File: src/rtl/dmem_arbiter.sv
// dmem_arbiter: two-port request sequencer in front of the byte-addressed data memory.
// Each accepted request is checked, driven to memory for one cycle, then answered with a one-cycle pulse.
`ifndef XLEN
`define XLEN 32
`endif
`ifndef MEM_SIZE
`define MEM_SIZE 4096
`endif

module dmem_arbiter #(
   parameter int MEM_BYTES     = `MEM_SIZE,
   parameter bit CORE_PRIORITY = 1'b1,
   parameter int MAX_STARVE    = 8
) (
   input  logic             clk,
   input  logic             reset,
   input  logic             p0_req_valid,
   output logic             p0_req_ready,
   input  logic             p0_we,
   input  logic [1:0]       p0_size,
   input  logic             p0_unsigned,
   input  logic [`XLEN-1:0] p0_addr,
   input  logic [`XLEN-1:0] p0_wdata,
   output logic             p0_rsp_valid,
   output logic             p0_rsp_err,
   output logic [`XLEN-1:0] p0_rdata,
   input  logic             p1_req_valid,
   output logic             p1_req_ready,
   input  logic             p1_we,
   input  logic [1:0]       p1_size,
   input  logic             p1_unsigned,
   input  logic [`XLEN-1:0] p1_addr,
   input  logic [`XLEN-1:0] p1_wdata,
   output logic             p1_rsp_valid,
   output logic             p1_rsp_err,
   output logic [`XLEN-1:0] p1_rdata,
   output logic [`XLEN-1:0] mem_address,
   output logic [`XLEN-1:0] mem_WriteData,
   output logic [3:0]       mem_wr_en,
   output logic [1:0]       mem_load_type,
   output logic             mem_MemRead,
   input  logic [`XLEN-1:0] mem_ReadData,
   output logic [1:0]       dbg_state
);
   localparam int XLEN = `XLEN;
   localparam logic [XLEN:0] MEM_LIMIT  = (XLEN+1)'(MEM_BYTES);
   localparam logic [3:0]    STARVE_LIM = 4'(MAX_STARVE);

   typedef enum logic [1:0] {IDLE = 2'd0, ACCESS = 2'd1, RESP = 2'd2} state_t;

   state_t          state;
   logic            own;
   logic            t_we, t_uns, t_err;
   logic [1:0]      t_size;
   logic            rr_ptr;
   logic [3:0]      starve;

   logic            grant0, grant1, accept;
   logic            a_we, a_uns, a_err;
   logic [1:0]      a_size;
   logic [XLEN-1:0] a_addr, a_wdata;
   logic [XLEN:0]   a_nbytes, a_end;
   logic [3:0]      a_lanes;
   logic [XLEN-1:0] ld_val;

   assign dbg_state = state;

   // Handshake: a request transfers on a rising edge where req_valid and req_ready are both
   // high. ready may depend on valid; a requester holds valid and payload stable until then.
   always_comb begin
      grant0 = 1'b0;
      grant1 = 1'b0;
      if (reset && (state != ACCESS)) begin
         if (p0_req_valid && p1_req_valid) begin
            if (CORE_PRIORITY) begin
               if (starve == STARVE_LIM) grant1 = 1'b1;
               else                      grant0 = 1'b1;
            end else if (rr_ptr) begin
               grant1 = 1'b1;
            end else begin
               grant0 = 1'b1;
            end
         end else begin
            grant0 = p0_req_valid;
            grant1 = p1_req_valid;
         end
      end
   end

   assign p0_req_ready = grant0;
   assign p1_req_ready = grant1;
   assign accept       = grant0 | grant1;

   assign a_we    = grant1 ? p1_we       : p0_we;
   assign a_uns   = grant1 ? p1_unsigned : p0_unsigned;
   assign a_size  = grant1 ? p1_size     : p0_size;
   assign a_addr  = grant1 ? p1_addr     : p0_addr;
   assign a_wdata = grant1 ? p1_wdata    : p0_wdata;

   always_comb begin
      a_nbytes = (XLEN+1)'(4);
      a_lanes  = 4'b0000;
      case (a_size)
         2'b00:   begin a_nbytes = (XLEN+1)'(1); a_lanes = 4'b0001; end
         2'b01:   begin a_nbytes = (XLEN+1)'(2); a_lanes = 4'b0011; end
         2'b10:   begin a_nbytes = (XLEN+1)'(4); a_lanes = 4'b1111; end
         default: begin a_nbytes = (XLEN+1)'(4); a_lanes = 4'b0000; end
      endcase
   end

   // One extra bit so an address near the top of the space cannot wrap past the limit.
   assign a_end = {1'b0, a_addr} + a_nbytes;
   assign a_err = (a_size == 2'b11)
                | ((a_size == 2'b01) && a_addr[0])
                | ((a_size == 2'b10) && (a_addr[1:0] != 2'b00))
                | (a_end > MEM_LIMIT);

   // Memory already sign-extends sub-word reads; only the unsigned variants need zeroing.
   always_comb begin
      ld_val = '0;
      if (!t_err && !t_we) begin
         case (t_size)
            2'b00:   ld_val = t_uns ? {{(XLEN-8){1'b0}}, mem_ReadData[7:0]} : mem_ReadData;
            2'b01:   ld_val = t_uns ? {{(XLEN-16){1'b0}}, mem_ReadData[15:0]} : mem_ReadData;
            default: ld_val = mem_ReadData;
         endcase
      end
   end

   always_ff @(posedge clk or negedge reset) begin
      if (!reset) begin
         state         <= IDLE;
         own           <= 1'b0;
         t_we          <= 1'b0;
         t_uns         <= 1'b0;
         t_err         <= 1'b0;
         t_size        <= 2'b00;
         rr_ptr        <= 1'b0;
         starve        <= 4'd0;
         mem_address   <= '0;
         mem_WriteData <= '0;
         mem_wr_en     <= 4'b0000;
         mem_load_type <= 2'b00;
         mem_MemRead   <= 1'b0;
         p0_rsp_valid  <= 1'b0;
         p0_rsp_err    <= 1'b0;
         p0_rdata      <= '0;
         p1_rsp_valid  <= 1'b0;
         p1_rsp_err    <= 1'b0;
         p1_rdata      <= '0;
      end else begin
         mem_address   <= '0;
         mem_WriteData <= '0;
         mem_wr_en     <= 4'b0000;
         mem_load_type <= 2'b00;
         mem_MemRead   <= 1'b0;
         p0_rsp_valid  <= 1'b0;
         p0_rsp_err    <= 1'b0;
         p1_rsp_valid  <= 1'b0;
         p1_rsp_err    <= 1'b0;

         if (CORE_PRIORITY) begin
            if (!p1_req_valid || grant1) starve <= 4'd0;
            else if (grant0)             starve <= starve + 4'd1;
         end
         if (grant0)      rr_ptr <= 1'b1;
         else if (grant1) rr_ptr <= 1'b0;

         case (state)
            ACCESS: begin
               state <= RESP;
               if (own) begin
                  p1_rsp_valid <= 1'b1;
                  p1_rsp_err   <= t_err;
                  p1_rdata     <= ld_val;
               end else begin
                  p0_rsp_valid <= 1'b1;
                  p0_rsp_err   <= t_err;
                  p0_rdata     <= ld_val;
               end
            end
            default: begin
               if (accept) begin
                  state         <= ACCESS;
                  own           <= grant1;
                  t_we          <= a_we;
                  t_uns         <= a_uns;
                  t_err         <= a_err;
                  t_size        <= a_size;
                  mem_address   <= a_addr;
                  mem_load_type <= a_size;
                  mem_WriteData <= a_we ? a_wdata : '0;
                  if (!a_err) begin
                     mem_wr_en   <= a_we ? a_lanes : 4'b0000;
                     mem_MemRead <= !a_we;
                  end
               end else begin
                  state <= IDLE;
               end
            end
         endcase
      end
   end
endmodule

File: config.mk
export PLATFORM = sky130hd
export DESIGN_NAME = dmem_arbiter
export DESIGN_NICKNAME = d
export VERILOG_FILES = /design/src/rtl/dmem_arbiter.sv
export SDC_FILE = /design/constraint.sdc
export NUM_CORES = 1
export LEC_CHECK = 0
export BUFFER_PORTS_ARGS = -buffer_cell sky130_fd_sc_hd__buf_2
export CAP_MARGIN = 20
export CORE_MARGIN = 1
export CORE_UTILIZATION = 42
export DETAILED_ROUTE_END_ITERATION = 16
export PLACE_DENSITY = 0.82
export REMOVE_ABC_BUFFERS = 1
export SLEW_MARGIN = 20
export SYNTH_ARGS = -nofsm -noshare
export SYNTH_HDL_FRONTEND = slang
export SYNTH_SLANG_ARGS = --single-unit
File: constraint.sdc
create_clock -name clk -period 7.1 [get_ports clk]
set_input_delay 1.42 -clock clk [delete_from_list [all_inputs] [get_ports clk]]
set_output_delay 1.42 -clock clk [all_outputs]
set_load 0.05 [all_outputs]
=== After elaboration in Yosys (flattened, before gate mapping) ===
Index checks and enable logic that the tools add are counted.

* Flip-flop bits (word level): 151

* $add $sub $neg: 2
* $lt $le $gt $ge: 1
* Eq/ne operators: 7
* Multiplexer cells: 43
* Bitwise operators: 6
* Reduce and logical (&&, ||, !) cells: 17

{| class="wikitable"
|+ Operator list
! operator !! number
|-
| 32-bit 2-to-1 mux || 10
|-
| 32-bit case mux with 2 select lines || 1
|-
| 32-bit by 33-bit adder with 33-bit output || 1
|-
| 33-bit by 13-bit > comparator with 1-bit output (second input constant) || 1
|-
| 4-bit 2-to-1 mux || 6
|-
| 1-bit 2-to-1 mux || 20
|-
| 4-bit case mux with 3 select lines || 1
|-
| 2-bit 2-to-1 mux || 4
|-
| 2-bit by 1-bit equality test with 1-bit output (second input constant) || 3
|-
| 3-bit case mux with 2 select lines || 1
|-
| 2-bit AND reduction || 3
|-
| 1-bit logical AND || 5
|-
| 4-bit by 1-bit adder with 4-bit output (second input constant) || 1
|-
| 2-bit equality test (second input constant) || 2
|-
| 4-bit equality test (second input constant) || 1
|-
| 1-bit logical NOT || 4
|-
| 2-bit logical NOT || 2
|-
| 1-bit bitwise OR || 4
|-
| 2-bit nonzero test || 2
|-
| 2-bit by 1-bit != test with 1-bit output (second input constant) || 1
|-
| 1-bit NOT || 2
|-
| 1-bit logical OR || 1
|}

=== Depth between registers and ports, before layout ===
* Depth in word-level cells: 13
* Gate-level depth with buffers: 21

=== Least setup slack after synthesis ===
No wires, ideal clock.

* Path type: input to register
* Start point: in p0_req_valid
* End point: reg t_err
* Setup time: 0.125 ns
* Arrival time: 5.780 ns
* Required time: 6.975 ns
* Setup slack: 1.195 ns
* Cell stages on the path: 20
* Buffers on the path: 4
* Cells stage by stage: buf_4 inv_1 o211ai_4 buf_2 buf_2 buf_1 mux2i_1 ha_1 ha_1 inv_1 fa_1 nor2b_1 or2_2 o31ai_2 or3_4 a21o_1 xor2_1 nor4_2 nand4b_2 mux2_4

* Longest elaborated chain between the ends: 9
* Elaborated cells on any way between the ends: 22
* Classes of those cells: add/sub: 1; order compare: 1; eq/ne: 3; mux: 7; bitwise: 4; reduce/logical: 6

{| class="wikitable"
|+ Ends and longest elaborated chain
! element !! line !! RTL
|-
| from (decl) || 17 || <nowiki>input logic p0_req_valid,</nowiki>
|-
| 1-bit logical AND || 74 || <nowiki>if (p0_req_valid && p1_req_valid) begin</nowiki>
|-
| 1-bit 2-to-1 mux || 74 ||
|-
| 1-bit 2-to-1 mux || 73 || <nowiki>if (reset && (state != ACCESS)) begin</nowiki>
|-
| 2-bit 2-to-1 mux || 96 || <nowiki>assign a_size = grant1 ? p1_size : p0_size;</nowiki>
|-
| 2-bit by 1-bit equality test with 1-bit output or 2-bit logical NOT (tied branches) || 103, 114 ||
|-
| 3-bit case mux with 2 select lines or 1-bit logical AND (tied branches) || 103, 114 ||
|-
| 32-bit by 33-bit adder with 33-bit output or 1-bit bitwise OR (tied branches) || 112, 114 ||
|-
| 33-bit by 13-bit > comparator with 1-bit output or 1-bit bitwise OR (tied branches) || 116, 115 ||
|-
| 1-bit bitwise OR || 116 || <nowiki>| (a_end > MEM_LIMIT);</nowiki>
|-
| to (signal assigned) || 188 || <nowiki>t_err <= a_err;</nowiki>
|-
| to (decl) || 53 || <nowiki>logic t_we, t_uns, t_err;</nowiki>
|}

Several ways; a longest one is shown, not always the timed one.
A chain may end at the register's enable or synchronous reset.

=== Final worst setup path ===
Ends and elaborated chain as after synthesis.

==> impl_metrics.json <==
{
  "outcome": "completed",
  "timing_worst_setup_path_type": "primary input to register",
  "synth_area_per_cell_um2": 8.77,
  "groute.layer.met3.usage": 0.0603,
  "pin_count_of_the_biggest_net_entering_global_routing": 80,
  "grt_antenna_before_repair": 1,
  "synth.area.mux_share": 0.0315,
  "yosys.area_share.xor_xnor": 0.0342,
  "clock_skew_ns": 0.0145,
  "hold_path_start": "p0_rdata[28]",
  "synth_compound_gate_area_share": 0.146,
  "yosys_most_used_dff": "dfrtp_1",
  "worst-endpoint-arrival_ns": 5.95,
  "post_synth_instance_area_mm2": 0.00769,
  "cts_hold_repair.buffers": 0,
  "finalPower_mw": 2.34,
  "hpwl_mm": 18.5,
  "reg2reg_depth": 18,
  "synth_fa_ha_area_frac": 0.0172,
  "clk_pin_slew_worst_paths_ns": 0.07,
  "timing.final.crit_period_ns": 5.65,
  "first_iter_violations": 464,
  "drt_pass1_iterations": 5,
  "postSynth.asyncResetShare": 1.00,
  "cts-resized-gates": 0,
  "worstPathRequired_ns": 7.40,
  "grt_util_met2": 0.436,
  "antenna_cells_inserted": 0,
  "clk_root_buffer_cell": "clkbuf_16",
  "grt_use_total": 0.257,
  "synth_sequential_area_ratio": 0.488,
  "pwr_density_cell_mw_per_mm2": 233,
  "global_route_wire_length_before_repair_mm": 37.0,
  "htreeDepth": 4,
  "routed_via_density": 5.38,
  "dp.cells": 1380,
  "post_synth_and_or_nand_nor_area_fraction": 0.246,
  "die-area_mm2": 0.0189,
  "worst_r2r_start": "starve[0]",
  "unrepaired_setup_endpoints_after_global_routing": "no",
  "maxSlewViolCount": 0,
  "synth_edf_count": 0,
  "max_freq_ghz": 0.177,
  "finish.net_count": 1352,
  "area.growth.synth_to_final_pct": 30.3,
  "numClockSinks": 150,
  "core.rowCount": 49,
  "io-pin-count": 315,
  "yosys.cell_count.top_type": "nand2_1",
  "endpoint_of_the_worst_hold_path": "p0_rdata[28]",
  "layout-drive-gt1-share": 0.322,
  "synth_top_family_by_area": "simple AND/OR/NAND/NOR gates",
  "setup_viol_count_final": 0,
  "grt_pass1_vias": 7096,
  "top_usage_layer": "met2",
  "power.ir.vdd_worst_mv": 0.164,
  "port-buffer-count": 314,
  "clock_latency_reported_for_the_late_side_of_the_worst_skew_pair_ns": 0.42,
  "synthDistinctLibCells": 68,
  "power.static_leakage_nw": 5.15,
  "maxSlewHeadroom": 0.290,
  "via_count": 7594,
  "drc": 0,
  "netlist_top_cells_count": "nand2_1, dfrtp_1, o21ai_0",
  "r2r-end": "t_err",
  "max_cap_violations": 0,
  "antenna_violating_nets_remaining": 0,
  "synth.ff_latch_count": 150,
  "design.core.area_mm2": 0.0180,
  "netlist.top_cell.by_area": "dfrtp_1",
  "min_delay_path_depth": 2,
  "postCtsSetupRepairBufs": 0,
  "tritoncts_clock_tree": "built",
  "synth_largest_type_area_fraction": 0.488,
  "drt_wl_total_mm": 24.6,
  "yosys_warnings": 0,
  "gpl.final_weighted_congestion": 0.931,
  "final_core_utilization": 0.558,
  "tns_ns": 0,
  "post_synth_inst_count": 877,
  "rrSetupSlack_ns": 1.93,
  "cts-root-to-sink-buffers": 2,
  "use_met1": 0.321,
  "timing.hold.worst.class": "register to register",
  "detail_route.wl_per_cell_um": 17.4,
  "synth.area.top_cells": "dfrtp_1, nand2_1, o21ai_0, a21oi_1, mux2i_1",
  "path_max_fanout": 17,
  "crit_path_start_kind": "primary input",
  "die_height_um": 137,
  "cts_inserted_buffers": 17,
  "finalCritPeriodShare": 0.796,
  "initial_utilization": 0.428,
  "critPathCaptureType": "register",
  "tightestPinTransition_ns": 1.06,
  "report.final.hold_viol_count": 0,
  "die-width_um": 137,
  "final_cells": 1412,
  "grt_remaining_overflow": 0
}
-- cells by family (layout without fill, tap and decap cells) --
group           after synthesis  after routing
flops                       150            150
simple gates                407            407
xor+xnor                     30             30
compound gates              187            187
mux                          23             23
buf+inv                      70            376
fa+ha+maj                    10             10
-- worst max path at each step --
stage / endpoint / depth (start not counted) / start / slack [ns]
floorplan: t_err / 15 / p0_req_valid / 0.77
global placement: t_err / 17 / p0_req_valid / 1.19
detailed placement: t_err / 17 / p0_req_valid / 1.02
CTS: t_err / 17 / p0_req_valid / 1.46
global route: t_err / 17 / p0_req_valid / 1.08
finish: t_err / 17 / p0_req_valid / 1.45
-- critical path: stages --
cell and delay (ns):
buf_2 0.22, inv_1 0.14, o211ai_4 0.58, mux2i_1 0.44
ha_1 0.22, ha_1 0.16, inv_1 0.06, fa_1 0.40
nor2b_1 0.29, or2_2 0.23, o31ai_2 0.17, or3_4 0.45
a21o_1 0.17, xor2_1 0.14, nor4_2 0.35, nand4b_2 0.21
mux2_4 0.29
-- final cells by class --
| type | instances | area, um^2 |
|---|---|---|
| Tap cell | 229 | 287 |
| Timing Repair Buffer | 321 | 1630 |
| Inverter | 23 | 88.8 |
| Multi-Input combinational cell | 657 | 3680 |
| Clock buffer | 17 | 425 |
| Sequential cell | 150 | 3750 |
| Fill cell | 1658 | 7940 |
| Clock inverter | 15 | 160 |
-- through the flow --
step | hold WS, ns | cell area [um^2] | setup slack [ns]
CTS | 0.480 | 10000 | 1.46
detailed placement | 0.465 | 9440 | 1.02
global route | 0.500 | 10000 | 1.08
floorplan | 0.442 | 7500 | 0.774
finish | 0.473 | 10000 | 1.45
global placement | 0.456 | 9440 | 1.19
-- where the power goes --
group          leakage [nW]  switching (mW)  internal, mW
registers              2.04          0.0228         0.908
logic                  2.82           0.375         0.130
clock network         0.280           0.403         0.499
total                  5.15           0.800          1.54
-- sequential cells by signal, summed over array words and instances (netlist names), 2 cells and up --
name	count
mem_WriteData	32
mem_address	32
p0_rdata	32
p1_rdata	32
starve	4
mem_wr_en	3
dbg_state	2
mem_load_type	2
t_size	2
-- routing by layer --
layer | wire length [um] | share of wire | vias up
met5 | 13 | 0.00053 | -
met4 | 505 | 0.021 | 2
met3 | 2190 | 0.089 | 40
met2 | 11900 | 0.48 | 383
met1 | 9990 | 0.41 | 3551
li1 | - | - | 3618
-- layout by cell type, fill, tap and decap left out, drive strengths merged, types with 5 or more instances in the layout --
cell / count
a21oi: 63
nor3: 22
o21ai: 78
nand2: 241
nand3: 28
a31oi: 5
mux2i: 19
a21boi: 6
nor4: 14
nor2b: 5
xor2: 15
and2: 10
nand4: 22
buf: 321
inv: 32
and3: 9
xnor2: 15
clkbuf: 17
ha: 9
a21o: 5
nor2: 32
dfrtp: 150
No activity file was read; power rests on OpenSTA's default activity.
